--- src/rtl/serial_link_fifo_bridge.sv ---
// Buffered bridge between the CPU PIO side and the character serializer/deserializer:
// TX FIFO drained by a pacing FSM (gap + sent-timeout), RX FIFO filled per received character.
module serial_link_fifo_bridge #(
    parameter int DATA_W         = 8,
    parameter int TX_DEPTH       = 16,
    parameter int RX_DEPTH       = 16,
    parameter int GAP_CYCLES     = 4,
    parameter int TIMEOUT_CYCLES = 1024
) (
    input  logic                        clk_clk,
    input  logic                        reset_reset,
    input  logic                        tx_wr_en,
    input  logic [DATA_W-1:0]           tx_wr_data,
    output logic                        tx_full,
    output logic [$clog2(TX_DEPTH):0]   tx_count,
    output logic                        tx_busy,
    output logic                        ser_load,
    output logic [DATA_W-1:0]           ser_tx_data,
    input  logic                        ser_char_sent,
    input  logic                        ser_char_rcvd,
    input  logic [DATA_W-1:0]           ser_rx_data,
    input  logic                        rx_rd_en,
    output logic [DATA_W-1:0]           rx_rd_data,
    output logic                        rx_empty,
    output logic [$clog2(RX_DEPTH):0]   rx_count,
    input  logic                        err_clr,
    output logic                        tx_overflow,
    output logic                        rx_overflow,
    output logic                        tx_timeout
);

    localparam int TX_AW   = $clog2(TX_DEPTH);
    localparam int RX_AW   = $clog2(RX_DEPTH);
    localparam int TMR_MAX = (TIMEOUT_CYCLES > GAP_CYCLES) ? TIMEOUT_CYCLES : GAP_CYCLES;
    localparam int TMR_W   = $clog2(TMR_MAX + 1);
    localparam logic [TMR_W-1:0] TO_LAST  = TMR_W'(TIMEOUT_CYCLES - 1);
    localparam logic [TMR_W-1:0] GAP_LAST = TMR_W'((GAP_CYCLES > 0) ? GAP_CYCLES - 1 : 0);

    typedef enum logic [1:0] {ST_IDLE, ST_LOAD, ST_WAIT, ST_GAP} state_t;

    state_t             state;
    logic [TMR_W-1:0]   timer;

    logic [DATA_W-1:0]  tx_mem [TX_DEPTH];
    logic [TX_AW-1:0]   tx_wr_ptr, tx_rd_ptr;
    logic               tx_push, tx_pop;

    logic [DATA_W-1:0]  rx_mem [RX_DEPTH];
    logic [RX_AW-1:0]   rx_wr_ptr, rx_rd_ptr;
    logic               rx_push, rx_pop, rx_full;

    // The FSM pops on the edge that takes it from IDLE into LOAD, so ser_load and the popped head line up.
    assign tx_pop   = (state == ST_IDLE) && (tx_count != '0);
    assign tx_full  = (tx_count == (TX_AW + 1)'(TX_DEPTH));
    assign tx_push  = tx_wr_en && (!tx_full || tx_pop);
    assign tx_busy  = (state != ST_IDLE);

    assign rx_full    = (rx_count == (RX_AW + 1)'(RX_DEPTH));
    assign rx_empty   = (rx_count == '0);
    assign rx_pop     = rx_rd_en && !rx_empty;
    assign rx_push    = ser_char_rcvd && (!rx_full || rx_pop);
    assign rx_rd_data = rx_empty ? '0 : rx_mem[rx_rd_ptr];

    always_ff @(posedge clk_clk) begin
        if (tx_push) tx_mem[tx_wr_ptr] <= tx_wr_data;
        if (rx_push) rx_mem[rx_wr_ptr] <= ser_rx_data;
    end

    always_ff @(posedge clk_clk or posedge reset_reset) begin
        if (reset_reset) begin
            tx_wr_ptr <= '0;
            tx_rd_ptr <= '0;
            tx_count  <= '0;
            rx_wr_ptr <= '0;
            rx_rd_ptr <= '0;
            rx_count  <= '0;
        end else begin
            if (tx_push) tx_wr_ptr <= tx_wr_ptr + TX_AW'(1);
            if (tx_pop)  tx_rd_ptr <= tx_rd_ptr + TX_AW'(1);
            case ({tx_push, tx_pop})
                2'b10:   tx_count <= tx_count + (TX_AW + 1)'(1);
                2'b01:   tx_count <= tx_count - (TX_AW + 1)'(1);
                default: tx_count <= tx_count;
            endcase
            if (rx_push) rx_wr_ptr <= rx_wr_ptr + RX_AW'(1);
            if (rx_pop)  rx_rd_ptr <= rx_rd_ptr + RX_AW'(1);
            case ({rx_push, rx_pop})
                2'b10:   rx_count <= rx_count + (RX_AW + 1)'(1);
                2'b01:   rx_count <= rx_count - (RX_AW + 1)'(1);
                default: rx_count <= rx_count;
            endcase
        end
    end

    // Sticky flags: a set event in the same cycle as err_clr wins.
    always_ff @(posedge clk_clk or posedge reset_reset) begin
        if (reset_reset) begin
            tx_overflow <= 1'b0;
            rx_overflow <= 1'b0;
        end else begin
            tx_overflow <= (tx_wr_en && tx_full && !tx_pop) || (tx_overflow && !err_clr);
            rx_overflow <= (ser_char_rcvd && rx_full && !rx_pop) || (rx_overflow && !err_clr);
        end
    end

    always_ff @(posedge clk_clk or posedge reset_reset) begin
        if (reset_reset) begin
            state       <= ST_IDLE;
            timer       <= '0;
            ser_load    <= 1'b0;
            ser_tx_data <= '0;
            tx_timeout  <= 1'b0;
        end else begin
            ser_load   <= 1'b0;
            tx_timeout <= tx_timeout && !err_clr;
            case (state)
                ST_IDLE: begin
                    if (tx_count != '0) begin
                        state       <= ST_LOAD;
                        ser_load    <= 1'b1;
                        ser_tx_data <= tx_mem[tx_rd_ptr];
                    end
                end
                ST_LOAD: begin
                    state <= ST_WAIT;
                    timer <= '0;
                end
                ST_WAIT: begin
                    if (ser_char_sent) begin
                        timer <= '0;
                        state <= (GAP_CYCLES == 0) ? ST_IDLE : ST_GAP;
                    end else if (timer == TO_LAST) begin
                        tx_timeout <= 1'b1;
                        state      <= ST_IDLE;
                    end else begin
                        timer <= timer + TMR_W'(1);
                    end
                end
                default: begin
                    if (timer == GAP_LAST) state <= ST_IDLE;
                    else                   timer <= timer + TMR_W'(1);
                end
            endcase
        end
    end

endmodule

--- config.mk ---
export PLATFORM = sky130hd
export DESIGN_NAME = serial_link_fifo_bridge
export DESIGN_NICKNAME = d
export VERILOG_FILES = /design/src/rtl/serial_link_fifo_bridge.sv
export SDC_FILE = /design/constraint.sdc
export NUM_CORES = 1
export LEC_CHECK = 0
export CORE_MARGIN = 1.5
export CORE_UTILIZATION = 33
export CTS_CLUSTER_SIZE = 10
export DETAILED_ROUTE_END_ITERATION = 6
export MAX_ROUTING_LAYER = met4
export PLACE_DENSITY = 0.46
export SLEW_MARGIN = 20
export SYNTH_ARGS = -nofsm -noshare
export SYNTH_HDL_FRONTEND = slang
export SYNTH_SLANG_ARGS = --single-unit
--- constraint.sdc ---
create_clock -name clk_clk -period 6.97 [get_ports clk_clk]
set_input_delay 0.697 -clock clk_clk [delete_from_list [all_inputs] [get_ports clk_clk]]
set_output_delay 0.697 -clock clk_clk [all_outputs]
set_load 0.05 [all_outputs]
==> results of run 1 <==
critical path: cells and delay by family, from the launching register on:
family / cells / cell delay [ps]
simple gates: 1 / 150
flops: 1 / 1070
buf+inv: 1 / 730
mux: 2 / 1200
flip-flops by register name, indices dropped and copies added, names as in the netlist, 5 cells and up:
| register | flops |
|---|---|
| tx_mem | 128 |
| ser_tx_data | 8 |
| rx_mem | 128 |
| rx_count | 5 |
| tx_count | 5 |
| timer | 11 |
cell usage after synthesis, types with 5 or more instances:
cell / number / share of area, %
o21ai_0: 22 / 0.85
nand2b_1: 9 / 0.44
o31ai_1: 8 / 0.46
nor2_1: 35 / 1.0
nand4_1: 7 / 0.34
nor2b_4: 8 / 0.85
and2_1: 21 / 1.0
inv_1: 17 / 0.49
xnor2_1: 15 / 1.0
a211o_1: 8 / 0.54
dfrtp_1: 51 / 9.9
mux4_1: 20 / 4.1
mux4_2: 53 / 9.2
clkbuf_1: 7 / 0.20
nand2_1: 38 / 1.1
a21oi_1: 10 / 0.39
edfxtp_1: 256 / 59
nand3_1: 10 / 0.39
buf_2: 13 / 0.50
nor3_1: 18 / 0.70
ha_1: 17 / 1.6
mux2i_1: 16 / 1.2
nor2b_1: 5 / 0.24
power breakdown:
part	total, W	internal, W	switching (W)
Sequential	0.00255	0.00227	0.000282
Clock	0.00171	0.00101	0.000697
Combinational	0.00235	0.00102	0.00132
metal layers:
metal,vias to the layer above,track usage [%],share of wire (%)
met5,-,-,0
met4,0,5.827,3.0
met3,61,2.662,3.8
met2,150,25.15,51
met1,3465,17.65,42
li1,3010,-,-
kinds of logic after synthesis:
logic type                 Yosys count  synth area share, %
DFF                                307                69.28
and+or+nand+nor                    168                7.070
muxes                               92                14.79
AOI/OAI and AO/OA                   71                3.695
buffers and inverters               51                2.234
xor gates and xnor gates            19                1.286
adders and majority gates           17                1.644
through the flow:
step | utilization, % | instances | setup WS [ps] | hold WS [ps]
6_report | 38.98 | 1327 | 2571 | 482.8
3_5_place_dp | 36.23 | 1272 | 3091 | 472.7
4_1_cts | 38.96 | 1327 | 2489 | 489.2
2_1_floorplan | - | 725 | 4015 | 473.7
3_3_place_gp | 36.20 | 1272 | 3173 | 461.2
5_1_grt | 38.98 | 1327 | 2427 | 496.9
path summary, 6_finish.rpt:
kind	endpoint	slack, ps	cells after the start	startpoint
worst max-delay path	rx_rd_data[0]	2570	4	rx_rd_ptr[0]$_DFFE_PP0N_
worst min-delay path	ser_tx_data[3]$_DFFE_PP0N_	480	2	ser_tx_data[3]$_DFFE_PP0N_
worst max register to register	tx_count[4]$_DFFE_PP0P_	3580	10	tx_count[2]$_DFFE_PP0P_
worst min register to register	ser_tx_data[3]$_DFFE_PP0N_	480	2	ser_tx_data[3]$_DFFE_PP0N_
max in group asynchronous	rx_rd_ptr[0]$_DFFE_PP0N_	5790	3	reset_reset
min in group asynchronous	rx_overflow$_DFF_PP0_	660	3	reset_reset
layout make-up:
type,instances,area [sq um]
clock buffers,53,1027
clock inverters,2,25.02
fillers,3486,23580
inverters,18,67.56
multi-input cells,367,3727
flip-flops and latches,307,8965
well taps,518,648.1
repair buffers,62,603.1
==> metrics.txt, run 1 <==
Post-DP HPWL 17320 um; fin. max-slew vios 0; FMAX 227.3 MHz; CTS tree built; syn_nets 765; Worst setup SP type flip-flop; Top FF cell, synth edfxtp_1; area of the core 38650 sq um; RSZ-0062 raised after global routing false; number of routed nets with antenna violations 0; commonest cells after routing, fill and taps aside 256 x edfxtp_1, 55 x clkdlybuf4s50_1, 53 x mux4_2, 50 x dfrtp_1; worst endpoint required time 6270 ps; # Post-CTS Setup Buffers 0; skew final 26.07 ps; CTS resizes 0; antenna cell count 0; die width 201 um; layout cell share with drive strength beyond 1 15.95%; Mean Syn Cell Area 17.84 sq um; initial antenna violation count 0; Routability Congestion 0.8078; H-tree depth 2; first-pass GRT wire length 43360 um; crit-path cells mux4_1 -> mux4_2 -> nor2b_4 -> clkdlybuf4s50_1; First-pass DRT Iterations 4; Pleak 5.165 nW; via count of the first global-routing pass 7062; critical path class flip-flop to primary output; HP Class flip-flop to flip-flop; sequential fraction of the synthesis area 69.28%; Post-synth EDFFs 256; CP max stage cell dfrtp_2; Die ar. 40400 sq um; Cell Pwr Density 438.9 nW/um^2; Area Overhead vs Synth 16.43%; # rows 72; drt initial violations 345; Worst setup EP type primary output; gr usage total 14.87%; Post-CTS Hold Buffers 0; clock latency on the worst-skew pair 530 ps; Area after DPL 14000 sq um; Data arrival, critical path 3700 ps; WL/cell 21.32 um; Ys Warns 0; maximum vdd drop 0.2902 mV; register bit total from synthesis 307; PortBufs 55; crit-path max cell delay 1070 ps; final worst-path cycle share 63.11%; final hold violation count 0; Post-Synthesis Cells 725; Starting Density 33.48%; Vias 6686; clk buf depth 3; Die Y 201 um; Vias per Instance 5.038; DRC 0; final WL 28290 um; clk sinks 307; setup TNS 0 ps; IO Pins 56; total gr overflow 0; relative slew slack 23.99%; Synth cell types 58; status finished, final reports clean; Slew @ Worst Pin 1136 ps; CTS clock-pin slew for the worst setup and hold paths 60 ps; cts bufs inserted 37; clock root buffer clkbuf_16; Final Critical Period 4399 ps; most common cell after layout, fill and taps aside edfxtp_1; Crit Path Max Fanout 35; asr flop ratio synth 16.61%; fin nets 833; max cap viols 0; post-route design area 15060 sq um; largest net degree at the start of global routing 52; total power 0.006611 W; Syn Std Cell Area 12940 sq um; Final setup viols 0
No activity file was read; power rests on OpenSTA's default activity.
==> run 2, diff against run 1 <==
- PLACE_DENSITY: 0.46 -> 0.47
- clock period: 6.97 -> 3.54 ns (I/O delays scaled with it)
==> metrics.txt, run 2 (same netlist as run 1, synthesis figures left out) <==
layout cell share with drive strength beyond 1 18.35%; Final setup viols 0; fin util 39.63%; critical path's top delay family multiplexers; final WL 29060 um; Buf/Inv on CP 2; CTS clock-pin slew for the worst setup and hold paths 60 ps; Data arrival, critical path 3080 ps; Worst setup SP type flip-flop; WL/cell 21.24 um; FF-to-FF path depth 10; First-pass DRT Iterations 4; DRC 0; RSZ-0062 raised after global routing false; Worst setup EP type primary output; setup TNS 0 ps; Die ar. 40400 sq um; fin nets 863; largest net degree at the start of global routing 41; antenna cell count 0; cts bufs inserted 38; clk sinks 307; via count of the first global-routing pass 7210; final worst setup slack 108.7 ps; Vias 6813; gr usage total 15.04%; CP max stage cell clkdlybuf4s50_1; critical path depth in cells 5; IO Pins 56; clk buf depth 3; CTS resizes 0; Fillers 3495; status finished, final reports clean; Routability Congestion 0.8045; Vias per Instance 4.980; maximum vdd drop 0.4402 mV; final hold violation count 0; crit-path cells buf_12 -> mux4_1 -> mux4_2 -> nor2b_4 -> clkdlybuf4s50_1; critical path class flip-flop to primary output; top flop regs rx_mem (128), tx_mem (128), timer (11); clock root buffer clkbuf_16; final worst-path cycle share 96.93%; Die Y 201 um; initial antenna violation count 0; H-tree depth 2; most common cell after layout, fill and taps aside edfxtp_1; clock latency on the worst-skew pair 530 ps; Slew @ Worst Pin 922.7 ps; area of the core 38650 sq um; Starting Density 33.48%; Final Critical Period 3431 ps; relative slew slack 38.49%; drt initial violations 404; DP Worst Slack 590.3 ps; CTS tree built; PortBufs 55; crit-path max cell delay 700 ps; number of routed nets with antenna violations 0; Critical R2R Capture tx_count[4]$_DFFE_PP0P_; FMAX 291.4 MHz; commonest cells after routing, fill and taps aside 256 x edfxtp_1, 53 x mux4_2, 50 x clkdlybuf4s50_1, 50 x dfrtp_1, 39 x clkbuf_16; # Post-CTS Setup Buffers 0; total gr overflow 0; Pleak 5.367 nW; die width 201 um; Area Overhead vs Synth 18.38%; skew final 20.78 ps; HP Class primary input to asynchronous set/reset pin; fin. max-slew vios 0; Post-CTS Hold Buffers 0; # rows 72; r2r setup slk 680 ps; max cap viols 0; Cell Pwr Density 864.5 nW/um^2; Crit Path Max Fanout 35; Worst R2R Start tx_count[2]$_DFFE_PP0P_; Post-DP HPWL 18890 um; worst endpoint required time 3190 ps; first-pass GRT wire length 44540 um
run 2: cell type report:
cell class	count	area, sq um	area share [%]
well taps	518	648.1	4.232
multi-input cells	367	3685	24.06
repair buffers	91	830.8	5.424
flip-flops and latches	307	8965	58.53
inverters	18	67.56	0.4411
clock buffers	59	1061	6.928
clock inverters	8	58.81	0.3840
run 2: worst max-delay path by stage:
| stage | startpoint | endpoint | slack (ps) |
|---|---|---|---|
| after floorplan | tx_count[1]$_DFFE_PP0P_ | tx_count[4]$_DFFE_PP0P_ | 580 |
| after global placement | rx_rd_ptr[0]$_DFFE_PP0N_ | rx_rd_data[3] | 610 |
| after detailed placement | rx_rd_ptr[0]$_DFFE_PP0N_ | rx_rd_data[3] | 590 |
| after CTS | rx_rd_ptr[0]$_DFFE_PP0N_ | rx_rd_data[3] | 20 |
| after global routing | rx_rd_ptr[0]$_DFFE_PP0N_ | rx_rd_data[0] | 2 |
| final | rx_rd_ptr[0]$_DFFE_PP0N_ | rx_rd_data[0] | 110 |
run 2: power by group:
group          internal (W)  total [W]  leakage (nW)  switching, W
Clock               0.00206    0.00348         0.540       0.00142
Sequential          0.00447    0.00497          2.95      0.000493
Combinational       0.00209    0.00479          1.88       0.00270
run 2: per-layer routing:
| metal | global-route usage [%] | share of wire (%) | vias to the layer above |
|---|---|---|---|
| li1 | - | - | 3072 |
| met1 | 18.73 | 44 | 3542 |
| met2 | 25.37 | 51 | 155 |
| met3 | 2.792 | 4.0 | 44 |
| met4 | 3.679 | 1.5 | 0 |
| met5 | - | 0 | - |
run 2: through the flow:
stage	total power (W)	std cells	hold WS [ps]	area (sq um)
after floorplan	0.008481	725	452.9	12940
final	0.01324	1368	341.1	15320
after global routing	0.01394	1368	429.1	15320
after detailed placement	0.009915	1301	484.2	14190
after global placement	0.009831	1301	484.4	14190
after CTS	0.01348	1368	397.5	15310
==> run 3, diff against run 2 <==
- CORE_MARGIN: 1.5 -> not set
==> metrics.txt, run 3 (same netlist as run 1, synthesis figures left out) <==
status finished, final reports clean; fin. max-slew vios 0; setup TNS 0 ps; H-tree depth 2; Multi-input gate area 3685 sq um; FF-to-FF path depth 10; final WL 28140 um; Fillers 3476; crit-path cells buf_4 -> mux4_1 -> mux4_2 -> nor2b_4 -> dlygate4sd2_1; placed cell count 1295; First-pass DRT Iterations 5; antenna cell count 0; Area Overhead vs Synth 17.82%; clk buf depth 3; clock latency on the worst-skew pair 520 ps; WL/cell 20.71 um; critical path class flip-flop to primary output; Post-DP HPWL 17830 um; cts bufs inserted 37; CTS tree built; clock root buffer clkbuf_16; relative slew slack 43.39%; total gr overflow 0; Cell Pwr Density 859.9 nW/um^2; Die ar. 40000 sq um; IO Pins 56; crit-path max cell delay 610 ps; sequential power share 38.1%; critical path's top delay family multiplexers; clock share of power 25.8%; initial antenna violation count 0; first-pass GRT wire length 43040 um; Die Y 200 um; post-route design area 15240 sq um; HP Class primary input to asynchronous set/reset pin; Routability Congestion 0.8341; commonest cells after routing, fill and taps aside 256 x edfxtp_1, 53 x mux4_2, 49 x dfrtp_1, 47 x clkdlybuf4s50_1, 38 x nand2_1; Final Critical Period 3235 ps; area of the core 38650 sq um; maximum vdd drop 0.4051 mV; Pleak 5.343 nW; Crit Path Max Fanout 17; Worst setup EP type primary output; worst endpoint required time 3190 ps; die width 200 um; PortBufs 55; DRC 0; Internal 0.008558 W; final hold violation count 0; # rows 72; CTS clock-pin slew for the worst setup and hold paths 50 ps; critical path depth in cells 5; fin nets 856; CP max stage cell mux4_1; non-filler cells, final 1359; Starting Density 33.48%; most common cell after layout, fill and taps aside edfxtp_1; Buf/Inv on CP 2; Vias per Instance 5.043; Final setup viols 0; Sw Share 34.71%; DP Worst Slack 568.8 ps; clk sinks 307; drt initial violations 419; Vias 6853; final worst setup slack 304.9 ps; Data arrival, critical path 2880 ps; number of routed nets with antenna violations 0; layout cell share with drive strength beyond 1 17.48%; via count of the first global-routing pass 7136; Worst setup SP type flip-flop; top flop regs rx_mem (128), tx_mem (128), timer (11); RSZ-0062 raised after global routing false; final worst-path cycle share 91.39%; max cap viols 0; FF/Latch Area 8966 sq um; Sw Pwr 0.004550 W; Slew @ Worst Pin 849.1 ps; largest net degree at the start of global routing 36; FMAX 309.1 MHz; Logic pwr share 36.1%; skew final 18.42 ps; gr usage total 15.12%; Area after DPL 14160 sq um
run 3: cell count changes in the layout (fill, tap and decap cells not counted), sizes merged:
cell,delta
inv,+2
buf,-8
dlymetal6s2s,+3
clkdlybuf4s50,-3
dlygate4sd2,+2
clkinv,-7
clkbuf,+2
run 3: worst paths after layout:
check                                      startpoint                          to  slack [ps]
setup reg to reg              tx_count[2]$_DFFE_PP0P_     tx_count[4]$_DFFE_PP0P_         660
hold reg to reg            ser_tx_data[3]$_DFFE_PP0N_  ser_tx_data[3]$_DFFE_PP0N_         490
min in group clk_clk       ser_tx_data[3]$_DFFE_PP0N_  ser_tx_data[3]$_DFFE_PP0N_         490
max in group asynchronous                 reset_reset    tx_rd_ptr[1]$_DFFE_PP0N_        2670
setup / recovery             rx_rd_ptr[0]$_DFFE_PP0N_               rx_rd_data[4]         300
hold / removal                            reset_reset       rx_overflow$_DFF_PP0_         270
run 3: layout make-up:
class / count / area share (%)
clock buffer: 61 / 6.862
clock inverter: 3 / 0.1477
inverter: 18 / 0.4432
multi-input combinational: 367 / 24.17
sequential: 307 / 58.82
tap: 518 / 4.252
timing repair buffer: 85 / 5.302
run 3: stage by stage:
| step | util [%] | hold slack, ps | total power [W] |
|---|---|---|---|
| global placement | 36.65 | 461.6 | 0.009786 |
| CTS | 39.41 | 277.3 | 0.01332 |
| global route | 39.44 | 305.9 | 0.01380 |
| finish | 39.44 | 266.3 | 0.01311 |
| floorplan | - | 452.9 | 0.008481 |
| detailed placement | 36.65 | 458.6 | 0.009885 |
run 3: worst reg2reg max path: stages (launching register included):
cell and delay [ps]:
dfrtp_1 460, or4_4 620, o21ai_4 160, nor2_2 70
xor2_1 140, ha_1 230, nor2_1 70, o21ai_0 320
nand2_1 140, a21o_1 190, a221o_1 350
run 3: repair_timing:
action	in CTS	in global routing
endpoints found under the setup margin	2	5
hold buffers	0	0
pin swaps	0	0
buffers inserted	0	0
gates resized for setup	2	5
run 3: routing by layer:
layer,wire (um),up-vias,track usage (%)
li1,-,3063,-
met1,12020,3559,18.66
met2,14090,178,24.94
met3,1453,53,3.411
met4,582,0,4.269
met5,0,-,-
run 3: power groups by stage:
| stage | Sequential, W | Clock, W | Combinational [W] |
|---|---|---|---|
| 3_3_place_gp | 0.00505 | 0 | 0.00474 |
| 2_1_floorplan | 0.00515 | 0 | 0.00333 |
| 4_1_cts | 0.00500 | 0.00350 | 0.00482 |
| 5_1_grt | 0.00506 | 0.00364 | 0.00511 |
| 6_report | 0.00499 | 0.00338 | 0.00473 |
| 3_5_place_dp | 0.00507 | 0 | 0.00482 |
